File: src/rtl/imem_loader_if.sv
// imem_loader_if: byte-stream and instruction-memory write-port bundle for the
// program loader.
//   byte_in/byte_valid/byte_ready : host -> loader byte stream (valid/ready)
//   mem_we/mem_addr/mem_wdata     : loader -> instruction memory write port
// Modports: master = host/memory side, slave = loader side.
interface imem_loader_if #(
  parameter int unsigned ADDR_WIDTH = 32
);
  logic [7:0]            byte_in;
  logic                  byte_valid;
  logic                  byte_ready;
  logic                  mem_we;
  logic [ADDR_WIDTH-1:0] mem_addr;
  logic [31:0]           mem_wdata;

  modport master (
    output byte_in, byte_valid,
    input  byte_ready, mem_we, mem_addr, mem_wdata
  );

  modport slave (
    input  byte_in, byte_valid,
    output byte_ready, mem_we, mem_addr, mem_wdata
  );
endinterface

File: src/rtl/imem_loader.sv
// imem_loader: runtime program loader. Packs a little-endian byte stream into
// 32-bit words and writes them to consecutive instruction-memory word
// addresses starting at a word-aligned base.
// Ports:
//   clk, rst          : clock, synchronous active-high reset
//   start             : load request (sampled in IDLE only)
//   base_addr         : first byte address, low two bits ignored
//   num_words         : number of words to load
//   bus (slave)       : byte stream in, memory write port out
//   busy, done, err   : loading / end-of-load pulse / sticky overflow
//   checksum          : sum of written words (only with IMEM_LOADER_CHECKSUM_EN)
// Optional feature macro: IMEM_LOADER_CHECKSUM_EN
module imem_loader #(
  parameter int unsigned ADDR_WIDTH = 32,
  parameter int unsigned MEM_BYTES  = 1024,
  parameter int unsigned CNT_WIDTH  = 10
) (
  input  logic                  clk,
  input  logic                  rst,
  input  logic                  start,
  input  logic [ADDR_WIDTH-1:0] base_addr,
  input  logic [CNT_WIDTH-1:0]  num_words,
  imem_loader_if.slave          bus,
  output logic                  busy,
  output logic                  done,
  output logic                  err
`ifdef IMEM_LOADER_CHECKSUM_EN
  ,
  output logic [31:0]           checksum
`endif
);

  localparam int unsigned AW1 = ADDR_WIDTH + 1;

  typedef enum logic [1:0] {
    S_IDLE  = 2'd0,
    S_RECV  = 2'd1,
    S_WRITE = 2'd2,
    S_DONE  = 2'd3
  } state_e;

  state_e                state_q, state_d;
  logic [1:0]            idx_q, idx_d;
  logic [23:0]           word_q, word_d;
  logic [ADDR_WIDTH-1:0] addr_q, addr_d;
  logic [CNT_WIDTH-1:0]  rem_q, rem_d;
  logic                  err_q, err_d;
  logic                  byte_ready_q, byte_ready_d;
  logic                  busy_q, busy_d;
  logic                  done_q, done_d;
  logic                  mem_we_q, mem_we_d;
  logic [ADDR_WIDTH-1:0] mem_addr_q, mem_addr_d;
  logic [31:0]           mem_wdata_q, mem_wdata_d;
  logic                  ovf;
  logic                  unused_base_lsb;
`ifdef IMEM_LOADER_CHECKSUM_EN
  logic [31:0]           csum_q, csum_d;
`endif

  assign unused_base_lsb = ^base_addr[1:0];

  // Widened compare so a wrapping addr + 4 cannot slip under the bound.
  assign ovf = ({1'b0, addr_q} + AW1'(4)) > AW1'(MEM_BYTES);

  // Next-state, datapath and registered-output computation.
  always_comb begin
    state_d     = state_q;
    idx_d       = idx_q;
    word_d      = word_q;
    addr_d      = addr_q;
    rem_d       = rem_q;
    err_d       = err_q;
    mem_we_d    = 1'b0;
    mem_addr_d  = mem_addr_q;
    mem_wdata_d = mem_wdata_q;
`ifdef IMEM_LOADER_CHECKSUM_EN
    csum_d      = mem_we_q ? csum_q + mem_wdata_q : csum_q;
`endif

    case (state_q)
      S_IDLE: begin
        if (start) begin
          addr_d  = {base_addr[ADDR_WIDTH-1:2], 2'b00};
          rem_d   = num_words;
          err_d   = 1'b0;
          idx_d   = 2'd0;
`ifdef IMEM_LOADER_CHECKSUM_EN
          csum_d  = 32'd0;
`endif
          state_d = (num_words == CNT_WIDTH'(0)) ? S_DONE : S_RECV;
        end
      end
      S_RECV: begin
        if (bus.byte_valid && byte_ready_q) begin
          idx_d = idx_q + 2'd1;
          case (idx_q)
            2'd0: word_d[7:0]   = bus.byte_in;
            2'd1: word_d[15:8]  = bus.byte_in;
            2'd2: word_d[23:16] = bus.byte_in;
            default: begin
              // Last byte bypasses the assembly register straight into the
              // write data so the strobe lands in the following cycle.
              state_d = S_WRITE;
              if (!ovf) begin
                mem_we_d    = 1'b1;
                mem_addr_d  = addr_q;
                mem_wdata_d = {bus.byte_in, word_q};
              end
            end
          endcase
        end
      end
      S_WRITE: begin
        if (ovf) begin
          err_d   = 1'b1;
          state_d = S_DONE;
        end else begin
          addr_d  = addr_q + ADDR_WIDTH'(4);
          rem_d   = rem_q - CNT_WIDTH'(1);
          state_d = (rem_q == CNT_WIDTH'(1)) ? S_DONE : S_RECV;
        end
      end
      S_DONE:  state_d = S_IDLE;
      default: state_d = S_IDLE;
    endcase

    byte_ready_d = (state_d == S_RECV);
    busy_d       = (state_d == S_RECV) || (state_d == S_WRITE);
    done_d       = (state_d == S_DONE);
  end

  // State and output registers.
  always_ff @(posedge clk) begin
    if (rst) begin
      state_q      <= S_IDLE;
      idx_q        <= 2'd0;
      word_q       <= 24'd0;
      addr_q       <= '0;
      rem_q        <= '0;
      err_q        <= 1'b0;
      byte_ready_q <= 1'b0;
      busy_q       <= 1'b0;
      done_q       <= 1'b0;
      mem_we_q     <= 1'b0;
      mem_addr_q   <= '0;
      mem_wdata_q  <= 32'd0;
`ifdef IMEM_LOADER_CHECKSUM_EN
      csum_q       <= 32'd0;
`endif
    end else begin
      state_q      <= state_d;
      idx_q        <= idx_d;
      word_q       <= word_d;
      addr_q       <= addr_d;
      rem_q        <= rem_d;
      err_q        <= err_d;
      byte_ready_q <= byte_ready_d;
      busy_q       <= busy_d;
      done_q       <= done_d;
      mem_we_q     <= mem_we_d;
      mem_addr_q   <= mem_addr_d;
      mem_wdata_q  <= mem_wdata_d;
`ifdef IMEM_LOADER_CHECKSUM_EN
      csum_q       <= csum_d;
`endif
    end
  end

  assign bus.byte_ready = byte_ready_q;
  assign bus.mem_we     = mem_we_q;
  assign bus.mem_addr   = mem_addr_q;
  assign bus.mem_wdata  = mem_wdata_q;
  assign busy           = busy_q;
  assign done           = done_q;
  assign err            = err_q;
`ifdef IMEM_LOADER_CHECKSUM_EN
  assign checksum       = csum_q;
`endif

endmodule

File: src/flat_wrapper.sv
// flat-port wrapper written by rule: the top's interface ports become plain ports
module imem_loader_flat 
#(
  parameter int unsigned ADDR_WIDTH = 32,
  parameter int unsigned MEM_BYTES  = 1024,
  parameter int unsigned CNT_WIDTH  = 10
)
  (clk, rst, start, base_addr, num_words, busy, done, err, bus_byte_in, bus_byte_valid, bus_byte_ready, bus_mem_we, bus_mem_addr, bus_mem_wdata);
  imem_loader_if #(.ADDR_WIDTH(ADDR_WIDTH)) bus_i ();
  input  logic clk;
  input  logic rst;
  input  logic start;
  input  logic [ADDR_WIDTH-1:0] base_addr;
  input  logic [CNT_WIDTH-1:0] num_words;
  output logic busy;
  output logic done;
  output logic err;
  input wire logic [$bits(bus_i.byte_in)-1:0] bus_byte_in;
  input wire logic [$bits(bus_i.byte_valid)-1:0] bus_byte_valid;
  output wire logic [$bits(bus_i.byte_ready)-1:0] bus_byte_ready;
  output wire logic [$bits(bus_i.mem_we)-1:0] bus_mem_we;
  output wire logic [$bits(bus_i.mem_addr)-1:0] bus_mem_addr;
  output wire logic [$bits(bus_i.mem_wdata)-1:0] bus_mem_wdata;
  assign bus_i.byte_in = bus_byte_in;
  assign bus_i.byte_valid = bus_byte_valid;
  assign bus_byte_ready = bus_i.byte_ready;
  assign bus_mem_we = bus_i.mem_we;
  assign bus_mem_addr = bus_i.mem_addr;
  assign bus_mem_wdata = bus_i.mem_wdata;
  imem_loader #(.ADDR_WIDTH(ADDR_WIDTH), .MEM_BYTES(MEM_BYTES), .CNT_WIDTH(CNT_WIDTH)) u_core (.clk(clk), .rst(rst), .start(start), .base_addr(base_addr), .num_words(num_words), .bus(bus_i), .busy(busy), .done(done), .err(err));
endmodule
File: config.mk
export PLATFORM = sky130hd
export DESIGN_NAME = imem_loader_flat
export DESIGN_NICKNAME = d
export VERILOG_FILES = /design/src/rtl/imem_loader_if.sv /design/src/rtl/imem_loader.sv /design/src/flat_wrapper.sv
export SDC_FILE = /design/constraint.sdc
export NUM_CORES = 1
export LEC_CHECK = 0
export CAP_MARGIN = 5
export CORE_AREA = 2 2 134 110
export CTS_BUF_LIST = sky130_fd_sc_hd__clkbuf_8
export DETAILED_ROUTE_END_ITERATION = 8
export DIE_AREA = 0 0 136 112
export PLACE_DENSITY_LB_ADDON = 0.12
export SYNTH_ARGS = -nofsm -noshare
export SYNTH_HDL_FRONTEND = slang
export SYNTH_SLANG_ARGS = --single-unit
File: constraint.sdc
create_clock -name clk -period 3.4 [get_ports clk]
set_input_delay 0.68 -clock clk [delete_from_list [all_inputs] [get_ports clk]]
set_output_delay 0.68 -clock clk [all_outputs]
set_load 0.1 [all_outputs]
==> results of run 1 <==
## synth_stat cells (all sizes together), types with 13 or more instances
cell type	count
buf	13
clkbuf	49
mux2i	44
nand2	78
and2	24
nor2	71
a21oi	53
a22o	20
o31ai	13
nor3	23
nand3	43
dfxtp	135
nand4	14
## sequential cells by signal, indices dropped and copies added (netlist names), 2 cells and up
signal,cells
u_core.bus.mem_wdata,32
u_core.bus.mem_addr,30
u_core.word_q,24
u_core.addr_q,30
u_core.idx_q,2
u_core.rem_q,10
u_core.state_q,2
## how the worst min path moves through the flow
stage,startpoint,end,slack (ns),depth (start not counted)
2_1_floorplan,u_core.word_q[0],u_core.word_q[0],0.44,2
3_3_place_gp,u_core.bus.mem_addr[28],u_core.bus.mem_addr[28],0.44,1
3_5_place_dp,u_core.bus.mem_addr[20],u_core.bus.mem_addr[20],0.44,1
4_1_cts,u_core.word_q[10],u_core.word_q[10],0.46,2
5_1_grt,u_core.word_q[16],u_core.word_q[16],0.48,2
6_report,u_core.word_q[16],u_core.word_q[16],0.46,2
## per-stage QoR
step           hold slack [ns]  instance area, sq um
2_1_floorplan            0.436                  6160
3_3_place_gp             0.441                  7560
3_5_place_dp             0.443                  7560
4_1_cts                  0.459                  7930
5_1_grt                  0.481                  8010
6_report                 0.460                  8010
## metal layers
metal / up-vias / track usage (%) / routed length [um]
li1: 2824 / - / -
met1: 2650 / 32.9 / 8040
met2: 193 / 31.4 / 7060
met3: 20 / 6.33 / 1160
met4: 0 / 6.60 / 208
met5: - / 0 / 0
## critical path, stage by stage, from the launching register on
cell     delay, ns
dfxtp_1       0.34
ha_1          0.17
nand3_1       0.12
or4_4         0.59
nor3_4        0.23
mux2i_2       0.11
or4_4         0.58
or3_4         0.37
o21ai_2       0.17
and3_1        0.17
ha_1          0.23
nor2_1        0.09
## kinds of logic (layout without fill, tap and decap cells)
family,after synthesis,in the layout,synth area share [%]
simple gates,292,292,23.1
compound gates,153,153,17.3
flops,135,135,43.9
buf+inv,72,205,5.12
mux,44,44,7.15
xor+xnor,11,11,1.56
fa+ha+maj,9,9,1.83
other cells,1,2,0.0609
## timing repair
item,in CTS,in global routing
gates resized for setup,1,10
cloned,0,0
setup endpoints to repair,2,56
pin swaps,0,4
hold buffers,0,0
buffers inserted,0,4
## report_power, final
part | leakage (nW) | internal (W) | switching, W | total, W
clock | 0.181 | 0.000577 | 0.000650 | 0.00123
combinational | 1.69 | 0.000180 | 0.000222 | 0.000402
sequential | 1.10 | 0.00162 | 0.0000446 | 0.00167
total | 2.97 | 0.00238 | 0.000917 | 0.00330
## final cells by class
cell class                      count  area (sq um)
Inverter                           10          37.5
Timing Repair Buffer              163          1480
Sequential cell                   135          2700
Fill cell                        1303          5950
Clock buffer                       17           234
Clock inverter                     15           130
Tap cell                          184           230
Multi-Input combinational cell    511          3200
==> impl_metrics.yaml, run 1 <==
placed_design:
  io_buffers: 118
  dp_cells: 999
  routabilityCongestion: 0.916
  dp_hpwl_mm: 11.7
  dp_slack_ns: -0.00179
yosys:
  synth.area.top_cells: "dfxtp_1 44%, mux2i_1 7.2%, nand2_1 4.8%, nor2_1 4.3%, a21oi_1 4.3%"
  synth-edff-count: 0
  yosysTopAreaCell: "dfxtp_1"
  synth_cells: 717
  async_reset_ff_share_pct: 0
  synth-seq-cells: 135
  yosys_warnings: 0
  ys_seq_area_share_pct: 43.9
  synth_top_area_share_pct: 43.9
  synth_area_sq_um: 6160
  synth_flop_cell: "dfxtp_1"
  synth.distinct_cells: 58
  syn_avg_cell_area_sq_um: 8.59
sta:
  worstMarginPinSlew_ns: 0.981
  finalMaxSlewViolations: 0
  skew_ns: 0.00909
  period_needed_ns: 3.23
  final_hold_viol_count: 0
  timing.setup.tns_ns: 0
  setup_viol: 0
  max_clock_freq_ghz: 0.310
  rsz0062_at_grt: "false"
  worst_slack_ns: 0.169
  post-route-period-util_pct: 95.0
  max_slew_margin_pct: 34.4
setup_path:
  worstRegToRegCells: 11
  path_class: "flop to flop"
  r2r_end: "u_core.busy"
  worstSetupEndpointType: "flop"
  cp-endpoint: "u_core.busy"
  worstPathArrival_ns: 3.61
  startpoint_type: "flop"
  cp.required_ns: 3.78
  worstPathMaxFanout: 3
  r2r_slack_ns: 0.17
  r2r-start: "u_core.addr_q[3]"
  timing.critical_path.from: "u_core.addr_q[3]"
clock_network:
  clockBufferDepth: 2
  clk_latency_ns: 0.45
  cts_made_buffers: 17
  cts_tree: "yes"
  root_buffer: "clkbuf_8"
  cts_num_sinks: 135
  clk_pin_slew_ns: 0.08
  htree_levels: 4
routing:
  drtIter0Drc: 439
  vias_per_cell: 5.49
  dr_total_vias: 5687
  routed_wl_mm: 16.5
  first_pass_iters: 5
  routedWlPerCell_um: 15.9
  ant_nets: 0
  drc: 0
pwr:
  p_leak_nw: 2.97
  power.density_nw_per_um2: 411
  ir_worst_vdd_uv: 301
  finalPower_w: 0.00330
finish:
  drive_gt1_share_pct: 14.8
  area_growth_pct: 30.0
  n_antenna_cell: 0
  final_common_cell: "dfxtp_1"
  mostFrequentLayoutCells: "135 x dfxtp_1, 87 x clkdlybuf4s50_1, 78 x nand2_1, 71 x buf_4, 68 x nor2_1"
  num-nets-final: 901
  fin_cells: 1035
  final_util_pct: 57.4
hold_path:
  hold_class: "flop to flop"
grt:
  grt.total_usage_pct: 22.3
  antenna_found_initial: 0
  grt_pass1_vias: 5282
  grt_max_degree: 76
  grt_first_pass_wirelength_mm: 27.0
  overflow: 0
die:
  pin_count: 123
  coreArea_sq_um: 14000
  num_rows: 39
  design.die.area_sq_um: 15200
  die_x_um: 136
  die_height_um: 112
  start_util_pct: 44.1
flow_run:
  cap_violations: 0
run_status:
  outcome: "finished clean"
(Power assumes the default switching activity.)
==> inputs of run 2 (changes only) <==
CTS_BUF_LIST = sky130_fd_sc_hd__clkbuf_2   (was sky130_fd_sc_hd__clkbuf_8)
==> run 2 against run 1 <==
  * Hold slack got worse by 0.025 ns
  * Via count barely moved
  * Clock-buffer cell count rose by 2
  * Setup slack got worse by 0.020 ns
  * Clock skew rose by 0.016 ns
  * Utilization fell by 0.97 points
  * Largest cell class unchanged
  * Sequential power barely moved
  * Cell count barely moved
  * Critical endpoint unchanged
==> impl_metrics.yaml, run 2 (synthesis results as in run 1) <==
run_status:
  outcome: "finished clean"
grt:
  grt_first_pass_wirelength_mm: 26.9
  grt_pass1_vias: 5285
  antenna_found_initial: 0
  grt_max_degree: 76
  overflow: 0
  grt.total_usage_pct: 22.1
sta:
  period_needed_ns: 3.25
  max_slew_margin_pct: 34.5
  rsz0062_at_grt: "false"
  max_clock_freq_ghz: 0.308
  finalMaxSlewViolations: 0
  skew_ns: 0.0251
  post-route-period-util_pct: 95.6
  whs_ns: 0.435
  final_hold_viol_count: 0
  setup_viol: 0
  worstMarginPinSlew_ns: 0.980
  timing.setup.tns_ns: 0
finish:
  n_antenna_cell: 0
  mostFrequentLayoutCells: "135 x dfxtp_1, 87 x clkdlybuf4s50_1, 78 x nand2_1, 72 x buf_4, 68 x nor2_1"
  fillers: 1318
  final_common_cell: "dfxtp_1"
  num-nets-final: 902
  largest_reg_flops: 32
  fin_cells: 1036
  final_util_pct: 56.4
  area_growth_pct: 27.8
  drive_gt1_share_pct: 15.3
clock_network:
  root_buffer: "clkbuf_2"
  clk_pin_slew_ns: 0.19
  postCtsHoldBufs: 0
  cts_made_buffers: 17
  cts_tree: "yes"
  cts_num_sinks: 135
  clockBufferDepth: 2
  clk_latency_ns: 0.68
  htree_levels: 4
placed_design:
  dp_hpwl_mm: 11.7
  io_buffers: 118
  routabilityCongestion: 0.916
  dp_cells: 999
flow_run:
  cap_violations: 0
setup_path:
  r2r_end: "u_core.busy"
  startpoint_type: "flop"
  worstSetupEndpointType: "flop"
  r2r-start: "u_core.addr_q[2]"
  cp.required_ns: 4.02
  worstPathMaxFanout: 3
  cp-endpoint: "u_core.busy"
  timing.critical_path.from: "u_core.addr_q[2]"
  worstRegToRegCells: 11
  r2r_slack_ns: 0.15
  path_class: "flop to flop"
  worstPathArrival_ns: 3.87
pwr:
  power.density_nw_per_um2: 377
  clkPwrFrac_pct: 30.1
  p_int_w: 0.00208
  swShare_pct: 29.8
  ir_worst_vdd_uv: 247
  finalPower_w: 0.00297
  pwr-share-seq_pct: 56.4
  combPwrFrac_pct: 13.6
  p_leak_nw: 2.91
  switchingPower_w: 0.000883
routing:
  ant_nets: 0
  first_pass_iters: 5
  dr_total_vias: 5689
  routedWlPerCell_um: 15.8
  vias_per_cell: 5.49
  routed_wl_mm: 16.4
  drtIter0Drc: 454
  drc: 0
die:
  pin_count: 123
  num_rows: 39
  design.die.area_sq_um: 15200
  die_x_um: 136
  start_util_pct: 44.1
  die_height_um: 112
  coreArea_sq_um: 14000
hold_path:
  hold_class: "input pin to flop"
  holdPathStages: 2
-- run 2: cell types whose count changed in the layout (fill, tap and decap cells not counted) --
cell	delta
buf_4	+1
clkbuf_2	+19
clkbuf_8	-17
inv_1	-2
mux2i_1	-1
mux2i_2	+1
-- run 2: power groups by stage --
stage                     sequential, W  combinational, W  clock (W)
after floorplan                 0.00170          0.000236          0
after global placement          0.00170          0.000385          0
after detailed placement        0.00170          0.000392          0
after CTS                       0.00167          0.000393   0.000925
after global routing            0.00168          0.000439    0.00100
final                           0.00167          0.000403   0.000891
-- run 2: repair_timing --
| item | in CTS | in global routing |
|---|---|---|
| buffers inserted | 1 | 4 |
| setup endpoints to repair | 2 | 58 |
| pin swaps | 1 | 2 |
| resized for setup | 2 | 10 |
-- run 2: final cells by class --
cell class	instances	area, sq um	share of cell area [%]
timing repair buffer	164	1490	18.9
clock inverter	13	123	1.56
multi-input combinational	511	3200	40.6
tap	184	230	2.92
clock buffer	19	95.1	1.21
sequential	135	2700	34.3
inverter	10	37.5	0.477
-- run 2: how the worst min path moves through the flow --
stage                            start                 endpoint  slack [ns]
2_1_floorplan         u_core.word_q[0]         u_core.word_q[0]        0.44
3_3_place_gp   u_core.bus.mem_addr[28]  u_core.bus.mem_addr[28]        0.44
3_5_place_dp   u_core.bus.mem_addr[20]  u_core.bus.mem_addr[20]        0.44
4_1_cts                            rst   u_core.bus.mem_addr[5]        0.37
5_1_grt                            rst   u_core.bus.mem_addr[3]        0.35
6_report                           rst   u_core.bus.mem_addr[2]        0.44
-- run 2: critical path, cell delays in order, from the launching register on --
cell	delay, ns
dfxtp_1	0.37
ha_1	0.17
nand3_1	0.12
or4_4	0.59
nor3_4	0.23
mux2i_2	0.11
or4_4	0.58
or3_4	0.37
o21ai_2	0.17
and3_1	0.17
ha_1	0.23
nor2_1	0.09
-- run 2: stage by stage --
stage	setup WS, ns	instance area (sq um)
after floorplan	0.133	6160
after global placement	0.0257	7560
after detailed placement	-0.00179	7560
after CTS	0.00759	7800
after global routing	0.000299	7880
final	0.149	7880
-- run 2: metal layers --
| metal | vias to the layer above | wire length [um] | track usage (%) |
|---|---|---|---|
| met4 | 0 | 108 | 5.14 |
| met5 | - | 0 | 0 |
| met2 | 197 | 7100 | 31.4 |
| met1 | 2656 | 8180 | 33.0 |
| li1 | 2826 | - | - |
| met3 | 10 | 1020 | 6.19 |
